$ cat src/rtl/tx_seq_pkg.sv
// tx_seq_pkg: shared types and default constants for the TX frame sequencer
package tx_seq_pkg;
  typedef enum logic [2:0] {S_IDLE, S_PRE, S_DATA, S_CRC, S_TAIL, S_END} state_t;
  localparam logic [1:0] CRC_NONE = 2'd0;
  localparam logic [1:0] CRC_5 = 2'd1;
  localparam logic [1:0] CRC_16 = 2'd2;
  localparam logic [15:0] CRC16_POLY_DEF = 16'h1021;
  localparam logic [15:0] CRC16_INIT_DEF = 16'hFFFF;
  localparam logic [4:0] CRC5_POLY_DEF = 5'h09;
  localparam logic [4:0] CRC5_INIT_DEF = 5'h09;
endpackage

$ cat src/rtl/crc_serial.sv
// crc_serial: serial LFSR CRC with preset, data shift-in and MSB-first shift-out
module crc_serial #(
  parameter int W = 16,
  parameter logic [W-1:0] POLY = '0,
  parameter logic [W-1:0] INIT = '0
) (
  input  logic clk,
  input  logic rst_n,
  input  logic init,
  input  logic shift_in,
  input  logic data,
  input  logic shift_out,
  input  logic complement,
  output logic crc_bit
);
  logic [W-1:0] r;
  logic fb;
  assign fb = data ^ r[W-1];
  assign crc_bit = r[W-1] ^ complement;
  always_ff @(posedge clk or negedge rst_n)
    if (!rst_n) r <= '0;
    else if (init) r <= INIT;
    else if (shift_in) r <= {r[W-2:0], 1'b0} ^ (fb ? POLY : '0);
    else if (shift_out) r <= {r[W-2:0], 1'b0};
endmodule

$ cat src/rtl/tx_frame_sequencer.sv
// tx_frame_sequencer: preamble -> data -> optional CRC -> tail frame sequencer
// driven by a bit-period strobe, with per-source advance strobes and abort.
module tx_frame_sequencer import tx_seq_pkg::*; #(
  parameter int TAIL_BITS = 1,
  parameter logic [15:0] CRC16_POLY = CRC16_POLY_DEF,
  parameter logic [15:0] CRC16_INIT = CRC16_INIT_DEF,
  parameter logic [4:0] CRC5_POLY = CRC5_POLY_DEF,
  parameter logic [4:0] CRC5_INIT = CRC5_INIT_DEF
) (
  input  logic       oscclk,
  input  logic       reset_n,
  input  logic       start,
  input  logic       abort,
  input  logic       bit_tick,
  input  logic [1:0] crc_mode,
  input  logic       pre_bit,
  input  logic       pre_last,
  output logic       pre_adv,
  input  logic       data_bit,
  input  logic       data_last,
  output logic       data_adv,
  output logic       tx_bit,
  output logic       tx_valid,
  output logic       busy,
  output logic       done
);
  state_t state, state_nx;
  logic [1:0] mode;
  logic [4:0] cnt, tcnt, clen;
  logic ab, tail_tk, has_crc, crc_init, crc_shift, c16_bit, c5_bit, crc_bit;
  assign ab = abort && (state == S_PRE || state == S_DATA || state == S_CRC);
  // an aborting tick is itself the first tail bit
  assign tail_tk = bit_tick && (ab || state == S_TAIL);
  assign tcnt = ab ? 5'd0 : cnt;
  assign has_crc = mode == CRC_5 || mode == CRC_16;
  assign clen = mode == CRC_16 ? 5'd15 : 5'd4;
  assign crc_init = state == S_IDLE && start;
  assign crc_shift = bit_tick && state == S_CRC && !ab;
  assign crc_bit = mode == CRC_16 ? c16_bit : c5_bit;
  assign busy = state != S_IDLE;
  assign tx_valid = busy;
  always_comb begin
    state_nx = state;
    pre_adv = 1'b0;
    data_adv = 1'b0;
    if (state == S_IDLE) state_nx = start ? S_PRE : S_IDLE;
    else if (tail_tk) state_nx = tcnt == 5'(TAIL_BITS - 1) ? S_END : S_TAIL;
    else if (bit_tick)
      case (state)
        S_PRE: begin
          pre_adv = 1'b1;
          state_nx = pre_last ? S_DATA : S_PRE;
        end
        S_DATA: begin
          data_adv = 1'b1;
          state_nx = data_last ? (has_crc ? S_CRC : S_TAIL) : S_DATA;
        end
        S_CRC: state_nx = cnt == clen ? S_TAIL : S_CRC;
        S_END: state_nx = S_IDLE;
        default: state_nx = state;
      endcase
  end
  always_ff @(posedge oscclk or negedge reset_n)
    if (!reset_n) begin
      state <= S_IDLE;
      mode <= CRC_NONE;
      cnt <= 5'd0;
      tx_bit <= 1'b0;
      done <= 1'b0;
    end else begin
      state <= state_nx;
      done <= bit_tick && state == S_END;
      if (crc_init) mode <= crc_mode;
      cnt <= tail_tk ? tcnt + 5'd1 : state_nx != state ? 5'd0 : bit_tick ? cnt + 5'd1 : cnt;
      if (bit_tick && state != S_IDLE)
        tx_bit <= tail_tk ? 1'b1 : state == S_PRE ? pre_bit : state == S_DATA ? data_bit :
                  state == S_CRC ? crc_bit : 1'b0;
    end
  crc_serial #(.W(16), .POLY(CRC16_POLY), .INIT(CRC16_INIT)) u_crc16 (
    .clk(oscclk), .rst_n(reset_n), .init(crc_init), .shift_in(data_adv), .data(data_bit),
    .shift_out(crc_shift), .complement(1'b1), .crc_bit(c16_bit)
  );
  crc_serial #(.W(5), .POLY(CRC5_POLY), .INIT(CRC5_INIT)) u_crc5 (
    .clk(oscclk), .rst_n(reset_n), .init(crc_init), .shift_in(data_adv), .data(data_bit),
    .shift_out(crc_shift), .complement(1'b0), .crc_bit(c5_bit)
  );
endmodule

$ cat config.mk
export PLATFORM = sky130hd
export DESIGN_NAME = tx_frame_sequencer
export DESIGN_NICKNAME = d
export VERILOG_FILES = /design/src/rtl/tx_seq_pkg.sv /design/src/rtl/crc_serial.sv /design/src/rtl/tx_frame_sequencer.sv
export SDC_FILE = /design/constraint.sdc
export NUM_CORES = 1
export LEC_CHECK = 0
export ABC_AREA = 1
export CAP_MARGIN = 40
export CORE_MARGIN = 2
export CORE_UTILIZATION = 30
export DETAILED_ROUTE_END_ITERATION = 8
export SKIP_CTS_REPAIR_TIMING = 1
export SLEW_MARGIN = 30
export SYNTH_ARGS = -nofsm -noshare
export SYNTH_HDL_FRONTEND = slang
export SYNTH_SLANG_ARGS = --single-unit
$ cat constraint.sdc
create_clock -name oscclk -period 3.4 [get_ports oscclk]
set_clock_uncertainty 0.2 [all_clocks]
set_input_delay 0.85 -clock oscclk [delete_from_list [all_inputs] [get_ports oscclk]]
set_output_delay 0.85 -clock oscclk [all_outputs]
set_load 0.02 [all_outputs]
== Word-level counts from Yosys, hierarchy flattened ==
Cells that the tools add are included.

* Flip-flop bits (word level): 33
* Bits in latches: 0
* RAM bits: 0
* ROM bits: 0
* Bits of input ports: 11
* Output and inout port bits: 6
* Logic and storage cells: 76
* Memories: 0

* Add/subtract/negate cells: 2
* Multiply operators: 0
* Div/mod/pow operators: 0
* $lt $le $gt $ge: 0
* Eq/ne operators: 9
* Shift operators: 0
* Muxes and demuxes: 36
* Bitwise gates (word level): 5
* Reduce and logical (&&, ||, !) cells: 17

{| class="wikitable"
|+ Operator list
! operator !! number
|-
| 2-to-1 mux 16 bit || 3
|-
| 2-to-1 mux 5 bit || 7
|-
| 2-to-1 mux 3 bit || 6
|-
| bitwise XOR 16 bit || 1
|-
| 2-to-1 mux 1 bit || 15
|-
| 2-to-1 mux 13 bit || 1
|-
| case mux 3 bit (4 select lines) || 1
|-
| adder 5 x 1 -> 5 bit, second input constant || 2
|-
| nonzero test 3 bit || 3
|-
| 2-to-1 mux 4 bit || 2
|-
| logical AND 1 bit || 7
|-
| == test 3 x 2 -> 1 bit, second input constant || 2
|-
| == test 3 bit, second input constant || 2
|-
| == test 5 x 4 -> 1 bit || 1
|-
| zero test 5 bit || 1
|-
| bitwise XOR 5 bit || 1
|-
| logical OR 1 bit || 4
|-
| == test 3 x 1 -> 1 bit, second input constant || 1
|-
| zero test 3 bit || 1
|-
| != test 3 bit || 1
|-
| == test 2 x 1 -> 1 bit, second input constant || 1
|-
| == test 2 bit, second input constant || 1
|-
| 2-to-1 mux 2 bit || 1
|-
| bitwise XOR 1 bit || 2
|-
| other kinds (2) || 2
|}

== Depth between registers and ports, before layout ==
* Depth in word-level cells: 12
* Mapped depth: 17
* Mapped depth without buffers: 17

== Cells and area by module ==
A second synthesis with hierarchy kept.

* Cell total of the unflattened synthesis: 258
* Area, all modules: 2064.5 um2

{| class="wikitable"
|+ Modules (own cells, without submodules)
! module !! times used !! cells each !! area an instance (um2) !! seq. area each (um2)
|-
| tx_frame_sequencer || 1 || 159 || 1108.6 || 300.3
|-
| crc_serial (u_crc16) || 1 || 69 || 701.9 || 400.4
|-
| crc_serial (u_crc5) || 1 || 30 || 254.0 || 125.1
|}

== Worst setup path before layout ==
OpenSTA, ideal clock, no wires.

* Path kind: input -> output
* From: input bit_tick
* To: output pre_adv
* Arrival: 1775 ps
* Required time: 2350 ps
* Setup slack: 575 ps
* Cell stages on the path: 3
* Buffers on the path: 1
* Cell sequence: buf_2 -> nand2_4 -> nor4_1

* Longest elaborated chain between the ends: 3
* Elaborated cells between the ends (all ways): 4
* Those cells by class: mux (3); reduce/logical (1)

{| class="wikitable"
|+ RTL lines
! item !! line !! source
|-
| start, declared || tx_frame_sequencer.sv:14 || <nowiki>input logic bit_tick,</nowiki>
|-
| 2-to-1 mux 1 bit or logical AND 1 bit (tied branches) || tx_frame_sequencer.sv:48, tx_frame_sequencer.sv:33 ||
|-
| 2-to-1 mux 1 bit * || tx_frame_sequencer.sv:47 || <nowiki>else if (tail_tk) state_nx = tcnt == 5'(TAIL_BITS - 1) ? S_END : S_TAIL;</nowiki>
|-
| 2-to-1 mux 1 bit * || tx_frame_sequencer.sv:46 || <nowiki>if (state == S_IDLE) state_nx = start ? S_PRE : S_IDLE;</nowiki>
|-
| end, declared || tx_frame_sequencer.sv:18 || <nowiki>output logic pre_adv,</nowiki>
|}

Mark *: on every way between the ends. The rest lies on a longest branch, timed or not.

== Worst setup path in the final report ==
* From: input abort
* To: output data_adv

* Longest elaborated chain between the ends: 5

{| class="wikitable"
|+ RTL lines
! item !! line !! source
|-
| start, declared || tx_frame_sequencer.sv:13 || <nowiki>input logic abort,</nowiki>
|-
| logical AND 1 bit || tx_frame_sequencer.sv:31 || <nowiki>assign ab = abort && (state == S_PRE || state == S_DATA || state == S_CRC);</nowiki>
|-
| logical OR 1 bit || tx_frame_sequencer.sv:33 || <nowiki>assign tail_tk = bit_tick && (ab || state == S_TAIL);</nowiki>
|-
| logical AND 1 bit || tx_frame_sequencer.sv:33 ||
|-
| 2-to-1 mux 1 bit || tx_frame_sequencer.sv:47 ||
|-
| 2-to-1 mux 1 bit || tx_frame_sequencer.sv:46 ||
|-
| end, declared || tx_frame_sequencer.sv:21 || <nowiki>output logic data_adv,</nowiki>
|}

Every way passes these cells.

==> run metrics <==
count of final hold-check violations=0; GP Congestion=0.8128; Max VDD drop=0.3313 mV; CP max-delay cell=clkdlybuf4s50_1; final worst-path cycle share=0.9087; Rows=29; vias per std cell=4.580; Area after DPL=2237 um^2; Non-Filler Instances=350; status=finished, final reports clean; GRT Util Overall=0.1251; fin. max-slew vios=0; Die X=84.90 um; most common cell after layout, fill and taps aside=nand2_1; vias in the first global route=1,548; total power=1.881 mW; full die area=7207 um^2; buffers and inverters on the worst path=3; DR vias=between 1.5k and 2k; critical path type=input pin to primary output; first-pass GRT wire length=7.210 mm; Max Clk Rate=323.7 MHz; Async SR Flop Fraction=1.000; P_leak=1.260 nW; CTS sink count=33; Max FO, Critical Path=2; Detailed Route WL=around 4.1 mm; top_reg_cell synth=dfrtp_1; Initial Util=0.3092; syn_nets=261; Syn Inst Count=246; Largest delay share family, worst path=buffers and inverters; CTS tree=built; # IOs=17; Max Cap Viol=0; H-tree depth=2; PwrDens=797.5 nW/um^2; largest net degree at the start of global routing=34; CP Launch Type=input pin; RSZ-0062 raised after global routing=no; final design utilization=0.3714; Root Buffer Master=clkbuf_8; # placed instances=342; headroom to the max-slew limit=0.7160; Post-synth EDFFs=0; antenna fix cells=0; Critical Path Sink Type=primary output; type of the worst min-delay path=flop to flop; drt initial violations=76; Avg Inst Size Synth=around 8.0 um^2; layout cells sized above 1=0.1502; Initial DRT Pass Iterations=4; # DRC=0; design area=about 2400 um^2; hold_sp=mode[1]; Clock Latency Late Sink=0.28 ns; Synth cell types=32; Tmin final=3.090 ns; Port Buffer Count=16; Crit. Startpoint=abort; nets@finish=roughly 290; Area Overhead vs Synth=20.14%; register area share after synthesis=0.4207; Num CTS Buffers=5; r2r startpoint=state[2]; most frequent cells in the layout=nand2_1, inv_1, dfrtp_1, nor2_1, clkdlybuf4s50_1; #FFs+latches synth=33; final setup vio count=0; Worst Tran Pin Value=0.4260 ns; Routed Antenna Nets=0; per-cell routed wire length=11.67 um; Post-Syn Area=1963 um^2; DP HPWL=3.015 mm; GR Overflow Total=0; crit path cell chain=clkdlybuf4s50_1 -> inv_1 -> nor2_1 -> nor2_4 -> nor2_8 -> nor3_4 -> dlymetal6s2s_1; Max clock buf depth=2; crit path DAT=~2.0 ns; core area=6350 um^2; Chip Height=84.90 um; initial antenna violation count=0; Critical Path RT=2.35 ns; Clock transition at path regs=0.06 ns; Worst path max stage delay=0.48 ns; Yosys Warn Count=0
## worst min-delay path: stages (launching register included)
cell and delay [ns]:
dfrtp_1 0.34, nand2_1 0.06, nand2_1 0.05
## state kept, by name, indices dropped and copies added (netlist names)
name and flops:
mode 2, state 3, tx_bit 1, u_crc5.r 5, cnt 5, u_crc16.r 16, done 1
## synthesized netlist by cell type (4+ instances only)
master / count / area share
a21oi_1: 4 / 0.010
a22oi_1: 11 / 0.042
dfrtp_1: 33 / 0.42
ha_1: 4 / 0.025
inv_1: 42 / 0.080
inv_2: 6 / 0.011
nand2_1: 62 / 0.12
nand2_2: 8 / 0.025
nand3_1: 12 / 0.031
nand4_1: 5 / 0.016
nor2_1: 19 / 0.036
o21ai_0: 5 / 0.013
xor2_1: 7 / 0.031
## layout make-up
class	instances	area [um^2]
clock inverter	1	30.03
timing repair buffer	23	217.7
tap	77	96.34
fill	646	3991
sequential	33	825.8
inverter	49	188.9
clock buffer	7	86.33
multi-input combinational	160	913.4
## layer usage
layer	GRT usage	routed length, um	up-vias
li1	-	-	827
met1	0.1670	1916	744
met2	0.1990	1908	26
met3	0.02724	174	6
met4	0.04906	85	0
met5	0	0	-
## power breakdown
group	switching, mW	leakage, nW	internal (mW)
registers	0.0817	0.361	0.525
clock network	0.140	0.0585	0.239
logic	0.573	0.840	0.323
total	0.794	1.26	1.09
## cells by family (layout without fill, tap and decap cells)
logic type / after synthesis / after routing / synth area share
compound gates: 32 / 32 / 0.1192
fa+ha+maj: 4 / 4 / 0.02549
simple gates: 117 / 117 / 0.2894
xor+xnor: 7 / 7 / 0.03123
flops: 33 / 33 / 0.4206
buf+inv: 53 / 80 / 0.1141
## through the flow
| stage | TNS [ns] | worst slack [ns] | hold slack (ns) |
|---|---|---|---|
| 3_3_place_gp | -0.003549 | -0.003549 | 0.2730 |
| 6_report | 0 | 0.3104 | 0.2886 |
| 5_1_grt | 0 | 0.2459 | 0.2949 |
| 4_1_cts | -0.05225 | -0.05225 | 0.2905 |
| 3_5_place_dp | -0.04123 | -0.04123 | 0.2735 |
| 2_1_floorplan | 0 | 0.5753 | 0.2528 |
## final timing paths
path                             to  slack, ns  cells past startpoint
max                        data_adv       0.31                      7
min                         mode[1]       0.29                      2
max reg2reg                  cnt[2]       1.09                     13
min reg2reg                 mode[1]       0.29                      2
max in group asynchronous   mode[0]       1.91                      2
min in group asynchronous  state[0]       0.77                      2
Note: power is estimated with default switching activity, not from simulation.
==> patch: new RTL, same settings <==
Register the input `crc_mode` before use, without a reset. The logic sees it one clock later. The other inputs are not delayed to match.
--- a/src/rtl/tx_frame_sequencer.sv
+++ b/src/rtl/tx_frame_sequencer.sv
@@ -24,6 +24,13 @@
   output logic       busy,
   output logic       done
 );
+
+  logic [1:0] crc_mode_q;
+
+  always_ff @(posedge oscclk) begin
+    crc_mode_q <= crc_mode;
+  end
+
   state_t state, state_nx;
   logic [1:0] mode;
   logic [4:0] cnt, tcnt, clen;
@@ -70,7 +77,7 @@
     end else begin
       state <= state_nx;
       done <= bit_tick && state == S_END;
-      if (crc_init) mode <= crc_mode;
+      if (crc_init) mode <= crc_mode_q;
       cnt <= tail_tk ? tcnt + 5'd1 : state_nx != state ? 5'd0 : bit_tick ? cnt + 5'd1 : cnt;
       if (bit_tick && state != S_IDLE)
         tx_bit <= tail_tk ? 1'b1 : state == S_PRE ? pre_bit : state == S_DATA ? data_bit :
Check against the original RTL: not equivalent (Yosys sat finds a counterexample within 10 cycles, from zero or initial values and one cycle with reset_n low).
==> patch against the original RTL <==
Final area up 1.9%. Sequential power up 9.1%. Sequential cell count up 2. First-iteration DRC count up 14%. Area after synthesis up 2.8%. Setup slack better by 51 ps. Power up 5.4%. Routed wire length down 1.7%. Count of clock-buffer cells in the layout down 2. Critical path type unchanged. Highest routed layer unchanged.
==> patch: results (changes against the original RTL) <==
STA
  • Max Clock Freq: 0.329 GHz (was 0.324 GHz)
  • Transition time of the tightest slew-check pin: 416 ps (was 426 ps)

Yosys
  • Asr flop ratio synth: 0.943 (was 1.00)
  • Most area-consuming cells after synthesis: dfrtp_1, nand2_1, inv_1, a22oi_1, nand3_1 (was dfrtp_1, nand2_1, inv_1, a22oi_1, nor2_1)
  • Synth Warn #: 0 (unchanged)
  • Post-synthesis average cell area: 8.20 um2 (was 7.98 um2)
  • Sequential share of the synthesized area: 0.429 (was 0.421)
  • Top post-synthesis cells by count: nand2_1, inv_1, dfrtp_1, nand3_1, nor2_1 (was nand2_1, inv_1, dfrtp_1, nor2_1, nand3_1)
  • Mapped Area: 2020 um2 (was 1960 um2)
  • Synth cell types: 34 (was 32)

Pwr
  • Sw Ratio: 0.432 (was 0.422)
  • Clk pwr share: 0.189 (was 0.201)
  • Max VDD drop: 0.000222 V (was 0.000331 V)
  • LEAKAGE: 1.25 nW (was 1.26 nW)
  • Total combinational power: 945 uW (was 896 uW)
  • Pwr Total: 1.98 mW (was 1.88 mW)

Placed design
  • Detail Placement HPWL: 3000 um (was 3020 um)
  • Placed insts: 341 (was 342)
  • Dpl cell area: 2280 um2 (was 2240 um2)
  • GP Congestion: 0.842 (was 0.813)
  • Pre-CTS setup slack: -23.4 ps (was -41.2 ps)

GRT
  • First-pass GRT wire length: 6760 um (was 7210 um)
  • Gr usage total: 0.116 (was 0.125)
  • Vias in the first global route: 1,518 (was 1,548)
  • Pin count of the biggest net entering global routing: 34 (unchanged)
  • Antenna violations before repair: 0 (unchanged)

Routing
  • Drt total wl: 4020 um (was 4090 um)
  • DR WL/cell: 11.5 um (was 11.7 um)
  • Vias/cell: 4.59 (was 4.58)
  • 1st-iter DRT viols: 87 (was 76)

Final layout
  • Final nets: 286 (was 287)
  • ClkCell Share: 0.0469 (was 0.0493)
  • Layout cells sized above 1: 0.147 (was 0.150)
  • Seq/total area: 0.360 (was 0.350)
  • Layout fillers: 640 (was 646)
  • Buffer share of cell area: 0.0875 (was 0.0923)
  • Multi-input combinational cell area: 925 um2 (was 913 um2)
  • Inverter count: 50 (was 49)
  • Buffers excl. clock: 22 (was 23)
  • Area Growth Syn to Fin: 19.0% (was 20.1%)
  • Clk_buf instances: 5 (was 7)
  • #MultiIn Comb: 157 (was 160)

Run status
  • Status: finished clean (unchanged)

Setup path
  • R2R depth: 12 (was 13)
  • Setup crit start: abort (unchanged)
  • Critical-path top delay cell: clkdlybuf4s50_1 (unchanged)
  • Reg2Reg Capture Point: u_crc5.r[3] (was cnt[2])
  • Worst path arrival time: 1990 ps (was 2040 ps)
  • Max stage delay on crit path: about 470 ps
  • Max FO, Critical Path: 2 (unchanged)
  • R2R Setup Slk: 1030 ps (was 1090 ps)

Clock tree
  • Worst-path clk slew: 70 ps
  • Clock sinks: 35 (was 33)
  • Clk_lat worst skew: ~290 ps
## patch: worst min-delay path by stage
| stage | start | to | slack [ps] | depth (start not counted) |
|---|---|---|---|---|
| finish | crc_mode_q[1] | mode[1] | 250 | 2 |
| floorplan | crc_mode_q[1] | mode[1] | 200 | 2 |
| global placement | crc_mode_q[1] | mode[1] | 210 | 2 |
| detailed placement | crc_mode_q[0] | mode[0] | 230 | 2 |
| global route | crc_mode_q[1] | mode[1] | 280 | 2 |
| CTS | crc_mode_q[0] | mode[0] | 250 | 2 |
## patch: kinds of logic after synthesis
kind of cell	after synthesis	synth area share
buffers and inverters	54	0.113
xor gates and xnor gates	6	0.0260
and+or+nand+nor	112	0.289
DFF	35	0.429
AOI/OAI and AO/OA	35	0.118
adders and majority gates	4	0.0248
## patch: layer usage
metal	routed length (um)	GRT usage	vias up
li1	-	-	831
met3	123	0.0212	6
met2	1830	0.185	26
met4	75	0.0505	0
met5	0	0	-
met1	1980	0.154	738
